**config.mk**
```make
export PLATFORM = sky130hd
export DESIGN_NAME = adc_scan_sequencer
export DESIGN_NICKNAME = d
export VERILOG_FILES = /design/src/rtl/adc_scan_sequencer.sv
export SDC_FILE = /design/constraint.sdc
export NUM_CORES = 1
export LEC_CHECK = 0
export ABC_AREA = 1
export CAP_MARGIN = 25
export CORE_MARGIN = 2
export CORE_UTILIZATION = 57
export DETAILED_ROUTE_END_ITERATION = 10
export DONT_BUFFER_PORTS = 1
export GPL_TIMING_DRIVEN = 0
export MAX_ROUTING_LAYER = met4
export PLACE_DENSITY = 0.75
export RECOVER_POWER = 100
export SYNTH_ARGS = -nofsm -noshare
export SYNTH_HDL_FRONTEND = slang
export SYNTH_SLANG_ARGS = --single-unit
```
**constraint.sdc**
```tcl
create_clock -name clk -period 2 [get_ports clk]
set_input_delay 0.3 -clock clk [delete_from_list [all_inputs] [get_ports clk]]
set_output_delay 0.3 -clock clk [all_outputs]
set_load 0.02 [all_outputs]
```
**src/rtl/adc_scan_sequencer.sv**
```systemverilog
// adc_scan_sequencer: scans NUM_CHANNELS inputs of an ADC0808-style ADC once per SCAN_INTERVAL clocks.
// Ports: clk, rst (async, active high), enable, adc_eoc (raw, synchronised here), adc_data;
//        adc_addr/adc_ale/adc_start/adc_oe drive the ADC; sample_data/sample_chan/sample_valid
//        publish results; scan_done, busy, timeout_err and overrun report sequencing status.
// Build option ADC_FILTER_EN: each sample is averaged with that channel's previous raw result.
module adc_scan_sequencer #(
  parameter int NUM_CHANNELS  = 5,
  parameter int SCAN_INTERVAL = 1_000_000,
  parameter int START_CYCLES  = 16,
  parameter int SETTLE_CYCLES = 4,
  parameter int EOC_TIMEOUT   = 4096
) (
  input  logic       clk,
  input  logic       rst,
  input  logic       enable,
  input  logic       adc_eoc,
  input  logic [7:0] adc_data,
  output logic [2:0] adc_addr,
  output logic       adc_ale,
  output logic       adc_start,
  output logic       adc_oe,
  output logic [7:0] sample_data,
  output logic [2:0] sample_chan,
  output logic       sample_valid,
  output logic       scan_done,
  output logic       busy,
  output logic       timeout_err,
  output logic       overrun
);
  localparam int IW = $clog2(SCAN_INTERVAL);
  localparam int TS = START_CYCLES > SETTLE_CYCLES ? START_CYCLES : SETTLE_CYCLES;
  localparam int TM = EOC_TIMEOUT > TS ? EOC_TIMEOUT : TS;
  localparam int CW = $clog2(TM + 1);
  localparam logic [CW-1:0] SET_END = CW'(SETTLE_CYCLES - 1);
  localparam logic [CW-1:0] STA_END = CW'(START_CYCLES - 1);
  localparam logic [CW-1:0] TO_END  = CW'(EOC_TIMEOUT - 1);
  localparam logic [2:0]    CH_END  = 3'(NUM_CHANNELS - 1);
  localparam logic [IW-1:0] IV_END  = IW'(SCAN_INTERVAL - 1);
  typedef enum logic [2:0] {IDLE, SETUP, START, WAIT_LO, WAIT_HI, READ, NEXT} state_t;
  state_t state_q, state_d;
  logic [IW-1:0] ival_q, ival_d;
  logic [CW-1:0] cnt_q, cnt_d;
  logic [2:0] chan_q, chan_d, addr_q, addr_d, schan_q, schan_d;
  logic [1:0] eoc_q, eoc_d;
  logic [7:0] data_q, data_d, res;
  logic abort_q, abort_d, ale_q, ale_d, oe_q, oe_d, busy_q, busy_d;
  logic valid_q, valid_d, done_q, done_d, terr_q, terr_d, ovr_q, ovr_d;
  logic tick, cap, eoc_s;
  assign eoc_s = eoc_q[1];
  assign tick  = ival_q == IV_END;
  assign cap   = state_q == READ && cnt_q == SET_END;
`ifdef ADC_FILTER_EN
  logic [7:0] hist_q [NUM_CHANNELS];
  logic [7:0] hist_d [NUM_CHANNELS];
  always_comb begin
    hist_d = hist_q;
    if (cap) hist_d[chan_q] = adc_data;
  end
  assign res = 8'((9'(hist_q[chan_q]) + 9'(adc_data)) >> 1);
  always_ff @(posedge clk or posedge rst) begin
    if (rst) begin
      for (int i = 0; i < NUM_CHANNELS; i++) hist_q[i] <= '0;
    end else begin
      hist_q <= hist_d;
    end
  end
`else
  assign res = adc_data;
`endif
  always_comb begin
    state_d = state_q;
    cnt_d   = cnt_q + 1'b1;
    chan_d  = chan_q;
    abort_d = abort_q;
    case (state_q)
      IDLE: begin
        cnt_d = '0;
        if (tick && enable) begin
          state_d = SETUP;
          chan_d  = '0;
        end
      end
      SETUP: if (cnt_q == SET_END) begin
        state_d = START;
        cnt_d   = '0;
      end
      START: if (cnt_q == STA_END) begin
        state_d = WAIT_LO;
        cnt_d   = '0;
      end
      WAIT_LO: if (!eoc_s) begin
        state_d = WAIT_HI;
        cnt_d   = '0;
      end else if (cnt_q == TO_END) begin
        state_d = NEXT;
        abort_d = 1'b1;
      end
      WAIT_HI: if (eoc_s) begin
        state_d = READ;
        cnt_d   = '0;
      end else if (cnt_q == TO_END) begin
        state_d = NEXT;
        abort_d = 1'b1;
      end
      READ: if (cap) begin
        state_d = NEXT;
        abort_d = 1'b0;
      end
      NEXT: begin
        cnt_d   = '0;
        state_d = chan_q == CH_END ? IDLE : SETUP;
        chan_d  = chan_q == CH_END ? chan_q : chan_q + 1'b1;
      end
      default: state_d = IDLE;
    endcase
    // Outputs are registered from the next state so each one is glitch-free and clears with rst.
    ival_d  = tick ? '0 : ival_q + 1'b1;
    eoc_d   = {eoc_q[0], adc_eoc};
    addr_d  = state_d == SETUP ? chan_d : addr_q;
    ale_d   = state_d == START;
    oe_d    = state_d == READ;
    busy_d  = state_d != IDLE;
    valid_d = state_d == NEXT && !abort_d;
    terr_d  = state_d == NEXT && abort_d;
    done_d  = state_d == NEXT && chan_q == CH_END;
    ovr_d   = tick && state_q != IDLE;
    data_d  = cap ? res : data_q;
    schan_d = cap ? chan_q : schan_q;
  end
  always_ff @(posedge clk or posedge rst) begin
    if (rst) begin
      state_q <= IDLE;
      ival_q  <= '0;
      cnt_q   <= '0;
      chan_q  <= '0;
      abort_q <= 1'b0;
      eoc_q   <= '0;
      addr_q  <= '0;
      ale_q   <= 1'b0;
      oe_q    <= 1'b0;
      busy_q  <= 1'b0;
      valid_q <= 1'b0;
      terr_q  <= 1'b0;
      done_q  <= 1'b0;
      ovr_q   <= 1'b0;
      data_q  <= '0;
      schan_q <= '0;
    end else begin
      state_q <= state_d;
      ival_q  <= ival_d;
      cnt_q   <= cnt_d;
      chan_q  <= chan_d;
      abort_q <= abort_d;
      eoc_q   <= eoc_d;
      addr_q  <= addr_d;
      ale_q   <= ale_d;
      oe_q    <= oe_d;
      busy_q  <= busy_d;
      valid_q <= valid_d;
      terr_q  <= terr_d;
      done_q  <= done_d;
      ovr_q   <= ovr_d;
      data_q  <= data_d;
      schan_q <= schan_d;
    end
  end
  // ALE and START are the same pulse on an ADC0808.
  assign adc_addr     = addr_q;
  assign adc_ale      = ale_q;
  assign adc_start    = ale_q;
  assign adc_oe       = oe_q;
  assign sample_data  = data_q;
  assign sample_chan  = schan_q;
  assign sample_valid = valid_q;
  assign scan_done    = done_q;
  assign busy         = busy_q;
  assign timeout_err  = terr_q;
  assign overrun      = ovr_q;
endmodule

```
Yosys cells after proc, flatten, opt, wreduce, memory -nomap -nowiden:

Cells that the tools add are included.

* bits in registers: 63
* word-level logic and storage cells: 68
* output and inout port bits: 22

* multiplexer cells: 23
* add/subtract/negate cells: 3
* reduce and logical (&&, ||, !) cells: 11
* equality and inequality tests: 15

Operator list (number)
* case mux 13 bit (5 select lines): 1
* two-way mux 13 bit: 4
* two-way mux 3 bit: 9
* case mux 3 bit (7 select lines): 1
* adder 20 x 1 -> 20 bit, second input constant: 1
* == test 20 bit, second input constant: 1
* two-way mux 20 bit: 1
* == test 3 bit, second input constant: 6
* adder 13 x 1 -> 13 bit, second input constant: 1
* == test 13 x 12 -> 1 bit, second input constant: 1
* == test 13 x 2 -> 1 bit, second input constant: 1
* == test 13 x 4 -> 1 bit, second input constant: 1
* == test 3 x 2 -> 1 bit, second input constant: 3
* == test 3 x 1 -> 1 bit, second input constant: 2
* logical AND 1 bit: 6
* case mux 3 bit (2 select lines): 1
* nonzero test 3 bit: 2
* two-way mux 1 bit: 5
* adder 3 x 1 -> 3 bit, second input constant: 1
* zero test 3 bit: 1
* case mux 1 bit (3 select lines): 1
* OR reduction 2 bit: 1
* zero test 1 bit: 1

Logic depth before layout (Yosys ltp):

Gate-level depths: netlist (run 1).

* depth in word-level cells: 6
* mapped depth: 12
* gate-level depth less buffers: 12

Worst setup path after synthesis (run 1):

No wires, ideal clock.

* path kind: register to register
* start point: reg cnt_q[0]
* end point: reg addr_q[1], in the netlist adc_addr[1]
* cell stages (with the launch flop): 10
* clock period less this slack: 1.539 ns
* data arrival time: 1.422 ns
* setup slack: 0.461 ns
* library setup time: 0.117 ns
* path through: dfrtp_1 > ha_1 > nand3_4 > nor2_8 > nand2_4 > nand2_1 > a21oi_4 > nand3_4 > nand2_1 > nand2_1

* cells in the longest elaborated chain, start to end: 5
* elaborated cells between the ends (all ways): 12
* classes of those cells: 4 x eq/ne; 7 x mux; 1 x reduce/logical

Ends and longest elaborated chain
* start: declaration: RTL line 42 `logic [CW-1:0] cnt_q, cnt_d;`
* start signal: assignment: RTL line 151 `cnt_q <= cnt_d;`
* == test 13 x 12 -> 1 bit or == test 13 x 2 -> 1 bit (tied branches)
* two-way mux 3 bit or logical AND 1 bit (tied branches): RTL line 94, 101, 51
* two-way mux 3 bit (on tied branches): RTL line 98, 105, 91
* case mux 3 bit (7 select lines) *: RTL line 75 `case (state_q)`
* == test 3 x 1 -> 1 bit *: RTL line 119 `addr_d = state_d == SETUP ? chan_d : addr_q;`
* end signal: assignment: RTL line 155 `addr_q <= addr_d;`
* end: declaration: RTL line 43 `logic [2:0] chan_q, chan_d, addr_q, addr_d, schan_q, schan_d;`

Every way passes the cells marked *; elsewhere a longest branch is shown, timed or not.
A chain may end at the register's enable or synchronous reset.

Worst setup path in the final report (run 1):

* start point: reg cnt_q[0]
* end point: reg addr_q[1], in the netlist adc_addr[1]

* cells in the longest elaborated chain, start to end: 5
* elaborated cells between the ends (all ways): 12
* classes of those cells: 4 x eq/ne; 7 x mux; 1 x reduce/logical

Ends and longest elaborated chain
* == test 13 x 12 -> 1 bit or == test 13 x 2 -> 1 bit (tied branches)
* two-way mux 3 bit or logical AND 1 bit (tied branches): RTL line 94, 101, 51
* two-way mux 3 bit (on tied branches): RTL line 98, 105, 91
* case mux 3 bit (7 select lines) *: RTL line 75
* named net state_d[2]: RTL line 40 `state_t state_q, state_d;`
* == test 3 x 1 -> 1 bit *: RTL line 119

Mark *: on every way through the listed nets, which the timed path passes. The rest lies on a longest branch.

==> impl_results.md, run 1 <==
- Clock tree from TritonCTS: yes
- Normalized max-slew margin: around 55%
- Htree depth: 3
- Register area: 1577 um2
- Unique masters post-synth: 42
- Most used cell, CP: nand2_1
- Post-CTS Hold Buffers: 2
- Top FF cell, synth: dfrtp_1
- Via/cell ratio: 5.213
- Combinational Power Share: 21.5%
- Synth top area share: slightly below 50%
- Setup crit end: adc_addr[1]$_DFFE_PP0N_
- Cell-internal power: around 2.3 mW
- VDD IR max: 0.6881 mV
- Initial Util: 58.74%
- Top post-synthesis cells by area: dfrtp_1 (49%), nand2_1 (12%), inv_1 (6.2%), nor2_1 (4.1%), nand4_1 (2.5%)
- Post-layout min period: roughly 1.8 ns
- Biggest area consumer among synthesized cells: dfrtp_1
- Post-synth EDFFs: 0
- Max-slew violation count: 0
- Hold Path Class: input pin to flop
- Fill count: 459
- Critical Path End Type: flop
- Pleak: roughly 1.8 nW
- Avg WL per Cell: 13.10 um
- Setup ws final: 0.2073 ns
- Total Neg Setup Slack: 0 ns
- Mapped Area: 3234 um2
- Die Span Y: 79.33 um
- CP max FO: 6
- Seq/Total Area, Yosys: between 40 and 50%
- Sw power: roughly 1.4 mW
- First DRT Iteration DRCs: 158
- Clock Skew: 0.008467 ns
- Sequential group share of total power: 49.7%
- Synth Area per Inst: 8.357 um2
- Area grow syn2layout: 8.395%
- Cell depth of the worst setup path: 11
- Syn_nets: between 400 and 500
- Cell with the most instances after synthesis: nand2_1
- Core area: 5507 um2
- Cells after Synth: a little under 400
- Status: complete, no violations
- Grt total ovfl: 0
- FF-to-FF End: adc_addr[1]$_DFFE_PP0N_
- DIE AREA: 6292 um2
- Top routing layer used: met4
- First-pass GRT wire length: 10550 um
- Met3 wire length: about 260 um
- Area of the multi-input gates: 1339 um2
- Maximum Capacitance Violations: 0
- Critical path, cell by cell: ha_1, nand3_4, nor2_8, nand2_4, nand2_1, nand2_1, nand3_2, inv_1, nand3_4, nand2_1, nand2_1
- Layout cells sized above 1: 11.58%
- Die W: 79.33 um
- CTS Buf Count: 9
- Post-CTS sizing: 0
- Clk buf depth: 2
- GRT Overall Usage: a little under a quarter
- Power Total: 3.688 mW
- Vias in the first global route: 2411
- Antenna-violating nets left: 0
- Initial antenna violation count: 1
- I/O pin cnt: 34
- CP top delay family: simple AND/OR/NAND/NOR gates
- # setup viols final: 0
- Fin crit share: 89.64%
- Reg clk slew, reported paths: roughly 0.07 ns
- Fmax achieved: 0.5578 GHz
- Pre-Repair DR Iteration Count: 4
- WP data arrival: 2.01 ns
- Slew at the pin closest to its max-slew limit: 0.6740 ns
- Critical Path Max Stage Delay: slightly above 0.4 ns
- Async SR Flop Fraction: 100.0%
- CP required: roughly 2.2 ns
- Worst setup startpoint: cnt_q[0]$_DFF_PP0_
- Buffers & Inverters on Critical Path: 1
- Reg2reg start: cnt_q[0]$_DFF_PP0_
- Worst Setup Start Kind: flop
- Port Buffers: 0
- GP Congestion: 0.9270
- Hold Slack: 0.07813 ns
- Endpoints failing hold: 0
- Reg2Reg Setup Slack: 0.21 ns
- Fin nets: 417
- Power Dens Cells: between 1000 and 1500 nW/um2
- Synth warn: 0
- Worst reg-to-reg path cell count: 11
- Post-CTS setup buffer count: 0
- Largest net degree at the start of global routing: 46
- RSZ-0062 raised after global routing: false
- Sw frac: 36.63%
- Synth Register Bits: 63
- Pre-CTS setup slack: between 0.2 and 0.3 ns
- Clock sinks: 63
- M1 WL: 2758 um
- Fin cells: 479
- Rows: 27
- Critical setup path kind: flop to flop
- Root cell of the clock tree: clkbuf_8
- Routed vias: between 2000 and 2500
- Later-pin clock latency in the skew report: 0.34 ns
- Placed Cells: 460
- Clock share of power: approximately 29%
- DRC viols: 0
- WL final: approximately 6300 um
- Slowest cell on the critical path: dfrtp_1
- Post-detail-place hpwl: between 4000 and 5000 um
- Metal2 WL: between 3000 and 4000 um
- Post-synth top cells: nand2_1 (102), dfrtp_1 (63), inv_1 (53)
[sequential cells by signal, indices dropped and copies added, names as in the netlist]
name	cells
abort_q	1
adc_addr	3
adc_ale	1
adc_oe	1
busy	1
chan_q	3
cnt_q	13
eoc_q	2
ival_q	20
overrun	1
sample_chan	3
sample_data	8
sample_valid	1
scan_done	1
state_q	3
timeout_err	1
[worst reg2reg max path, cell delays in order (launching register included)]
cell and delay [ns]:
dfrtp_1 0.41, ha_1 0.28, nand3_4 0.16, nor2_8 0.07, nand2_4 0.08, nand2_1 0.05
nand2_1 0.07, nand3_2 0.10, inv_1 0.24, nand3_4 0.11, nand2_1 0.07, nand2_1 0.05
[cells by family after synthesis]
| group | synth area share (%) |
|---|---|
| simple gates | 32.77 |
| buf+inv | 8.820 |
| flops | 48.74 |
| compound gates | 5.958 |
| xor+xnor | 2.166 |
| fa+ha+maj | 1.547 |
[worst min path at each step]
stage                                 end                from  depth (start not counted)  slack [ns]
2_1_floorplan          eoc_q[1]$_DFF_PP0_  eoc_q[0]$_DFF_PP0_                          0        0.33
3_3_place_gp           eoc_q[0]$_DFF_PP0_             adc_eoc                          0        0.33
3_5_place_dp          ival_q[0]$_DFF_PP0_                 rst                          1        0.20
4_1_cts        sample_data[7]$_DFFE_PP0P_         adc_data[7]                          2        0.06
5_1_grt        sample_data[7]$_DFFE_PP0P_         adc_data[7]                          2        0.06
6_report       sample_data[7]$_DFFE_PP0P_         adc_data[7]                          2        0.08
[metal layers]
layer / up-vias / track usage [%]
met5: - / -
met2: 49 / 36.02
met1: 1191 / 26.36
li1: 1245 / -
met3: 12 / 7.841
met4: 0 / 8.966
[layout make-up]
type | instances | area share [%]
antenna | 1 | 0.07138
buffer | 6 | 1.035
clock buffer | 11 | 3.747
clock inverter | 5 | 1.677
inverter | 65 | 6.959
multi-input combinational | 253 | 38.19
sequential | 63 | 44.97
tap | 72 | 2.570
timing repair buffer | 3 | 0.7852
[placed cells by master (no fill, tap or decap), types with 6 or more instances in the layout]
master and instances:
a21oi_1 10, clkbuf_8 9, clkinv_1 6, dfrtp_1 63, inv_1 55, nand2_1 103
nand3_1 18, nand4_1 13, nor2_1 36, nor3_1 9, o21ai_0 11, xor2_1 7
[power by group through the flow]
stage | sequential, mW | combinational, mW | clock (mW)
after floorplan | 1.80 | 0.661 | 0
after global placement | 1.84 | 0.770 | 0
after detailed placement | 1.85 | 0.811 | 0
after CTS | 1.83 | 0.818 | 1.09
after global routing | 1.85 | 0.910 | 1.15
final | 1.83 | 0.795 | 1.06
[stage by stage]
stage               util (%)  area [um2]
CTS                    64.55        3555
finish                 63.67        3506
global route           63.67        3506
global placement       60.37        3324
detailed placement     60.74        3344
floorplan                  -        3234
(Power assumes the default switching activity.)
==> inputs of run 2 (changes only) <==
--- a/config.mk
+++ b/config.mk
@@ -8,13 +8,14 @@
 export ABC_AREA = 1
 export CAP_MARGIN = 25
 export CORE_MARGIN = 2
-export CORE_UTILIZATION = 57
+export CORE_UTILIZATION = 25
 export DETAILED_ROUTE_END_ITERATION = 10
 export DONT_BUFFER_PORTS = 1
 export GPL_TIMING_DRIVEN = 0
 export MAX_ROUTING_LAYER = met4
-export PLACE_DENSITY = 0.75
 export RECOVER_POWER = 100
+export SKIP_CTS_REPAIR_TIMING = 1
+export SLEW_MARGIN = 20
 export SYNTH_ARGS = -nofsm -noshare
 export SYNTH_HDL_FRONTEND = slang
 export SYNTH_SLANG_ARGS = --single-unit
==> run 2 against run 1 <==
Core utilization down 34 points. Critical path type unchanged. Clock skew down 0.0042 ns. Critical endpoint is now sample_chan[0]$_DFFE_PP0P_. Non-clock buffer count unchanged. Combinational power down 3.1%. Maximum frequency up 0.15%.
==> impl_results.md, run 2 (synthesized netlist as in run 1, its figures left out) <==
- Status: complete, no violations
- DRC viols: 0
- Post-layout min period: approximately 1.8 ns
- Htree depth: 3
- Setup ws final: 0.2099 ns
- Die Span Y: 117.7 um
- Pre-Repair DR Iteration Count: 4
- Normalized max-slew margin: 55.76%
- WP data arrival: 2.03 ns
- Clk buf depth: 2
- Vias in the first global route: 2410
- RSZ-0062 raised after global routing: false
- Area of the multi-input gates: 1341 um2
- GRT Max-Usage Layer: met2
- Setup crit end: sample_chan[0]$_DFFE_PP0P_
- Critical Path End Type: flop
- Critical path, cell by cell: ha_1, nand2_1, nor2_1, nand2_1, nor2_1, inv_1, clkbuf_1, o21ai_0
- # setup viols final: 0
- Worst setup startpoint: cnt_q[0]$_DFF_PP0_
- Endpoints failing hold: 0
- Initial Util: 25.63%
- WL final: approximately 6400 um
- Area grow syn2layout: 15.51%
- Fill count: about 1400
- Pre-CTS setup slack: 0.2454 ns
- Hold Path Class: input pin to flop
- Fin nets: approximately 420
- Hold path start: adc_data[5]
- Root cell of the clock tree: clkbuf_16
- Core area: 12620 um2
- Clock sinks: 63
- Rows: 41
- DIE AREA: 13860 um2
- First DRT Iteration DRCs: 133
- Initial antenna violation count: 1
- VDD IR max: 0.4195 mV
- Die W: 117.7 um
- CTS Buf Count: 9
- Met1 GRT Util: 12.20%
- CP max FO: 10
- Max reg flops: 20
- Grt total ovfl: 0
- Via/cell ratio: 4.328
- Reg clk slew, reported paths: 0.05 ns
- Port Buffers: 0
- Most common cell after layout, fill and taps aside: nand2_1
- Max-slew violation count: 0
- Largest net degree at the start of global routing: 51
- Power Dens Cells: 1104 nW/um2
- Pleak: roughly 1.8 nW
- Worst reg-to-reg path cell count: 8
- Maximum Capacitance Violations: 0
- Commonest cells after routing, fill and taps aside: nand2_1 (104), dfrtp_1 (63), inv_1 (53)
- Clock tree from TritonCTS: yes
- GR Util met3: 3.488%
- Reg2reg start: cnt_q[0]$_DFF_PP0_
- Fmax achieved: 0.5586 GHz
- GP Congestion: 0.8646
- I/O pin cnt: 34
- Clock Skew: 0.004239 ns
- Power Total: 4.123 mW
- Worst Setup Start Kind: flop
- Fin crit share: 89.50%
- GRT Overall Usage: 10.18%
- Slowest cell on the critical path: dfrtp_1
- Post-detail-place hpwl: 4744 um
- GR Layer Usage met2: between 10 and 15%
- Antenna-violating nets left: 0
- Routed vias: 2506
- Critical Path Max Stage Delay: between 0.3 and 0.4 ns
- Most flops, register: ival_q
- FF-to-FF End: sample_chan[0]$_DFFE_PP0P_
- Slew at the pin closest to its max-slew limit: 0.6636 ns
- First-pass GRT wire length: 10980 um
- Critical setup path kind: flop to flop
- Reg2Reg Setup Slack: ~0.21 ns
- Register area: 1577 um2
- Later-pin clock latency in the skew report: roughly 0.33 ns
- CP required: 2.24 ns
- Layout cells sized above 1: roughly 12%
- Avg WL per Cell: 11.01 um
[run 2: changes by cell type in the layout (fill, tap and decap cells not counted), moves of 2 or more]
cell / previous run / this run
clkbuf_16: 0 / 9
clkinv_2: 1 / 3
clkinvlp_4: 2 / 0
inv_1: 55 / 53
clkbuf_8: 9 / 1
[run 2: cell type report]
class | count | area share, %
Sequential cell | 63 | 42.20
Antenna cell | 1 | 0.06698
Clock inverter | 4 | 1.206
Timing Repair Buffer | 3 | 0.7368
Buffer | 6 | 0.9712
Tap cell | 172 | 5.760
Clock buffer | 12 | 6.597
Multi-Input combinational cell | 253 | 35.90
Inverter | 65 | 6.564
[run 2: stage by stage]
step           cells  utilization, %  hold slack (ns)  setup TNS (ns)  area (um2)
3_3_place_gp     559           27.33           0.3317          -36.18        3450
2_1_floorplan    387               -           0.3312               0        3234
4_1_cts          576           29.88          -0.2451               0        3771
5_1_grt          579           29.61          0.07674               0        3736
6_report         579           29.61          0.08269               0        3736
3_5_place_dp     560           27.57           0.1127               0        3480
[run 2: worst max-delay path: cells and delay by family (launching register included)]
family | cells | cell delay [ns]
flops | 1 | 0.39
compound gates | 1 | 0.23
buf+inv | 2 | 0.35
fa+ha+maj | 1 | 0.27
simple gates | 4 | 0.48
[run 2: metal layers]
| layer | part of all wire [%] | routed length [um] | vias up |
|---|---|---|---|
| li1 | - | - | 1252 |
| met1 | 48 | 3041 | 1198 |
| met2 | 45 | 2849 | 41 |
| met3 | 4.1 | 264 | 15 |
| met4 | 3.4 | 217 | 0 |
| met5 | 0 | 0 | - |
[run 2: power breakdown]
part	switching, mW	internal [mW]	leakage (nW)
logic	0.497	0.272	0.904
registers	0.343	1.49	0.796
clock network	0.530	0.991	0.146
total	1.37	2.75	1.85
[run 2: worst min path at each step]
stage / endpoint / slack [ns] / cells past startpoint
floorplan: eoc_q[1]$_DFF_PP0_ / 0.33 / 0
global placement: eoc_q[0]$_DFF_PP0_ / 0.33 / 0
detailed placement: ival_q[4]$_DFF_PP0_ / 0.11 / 1
CTS: ival_q[4]$_DFF_PP0_ / -0.25 / 1
global route: sample_data[4]$_DFFE_PP0P_ / 0.08 / 2
finish: sample_data[5]$_DFFE_PP0P_ / 0.08 / 2
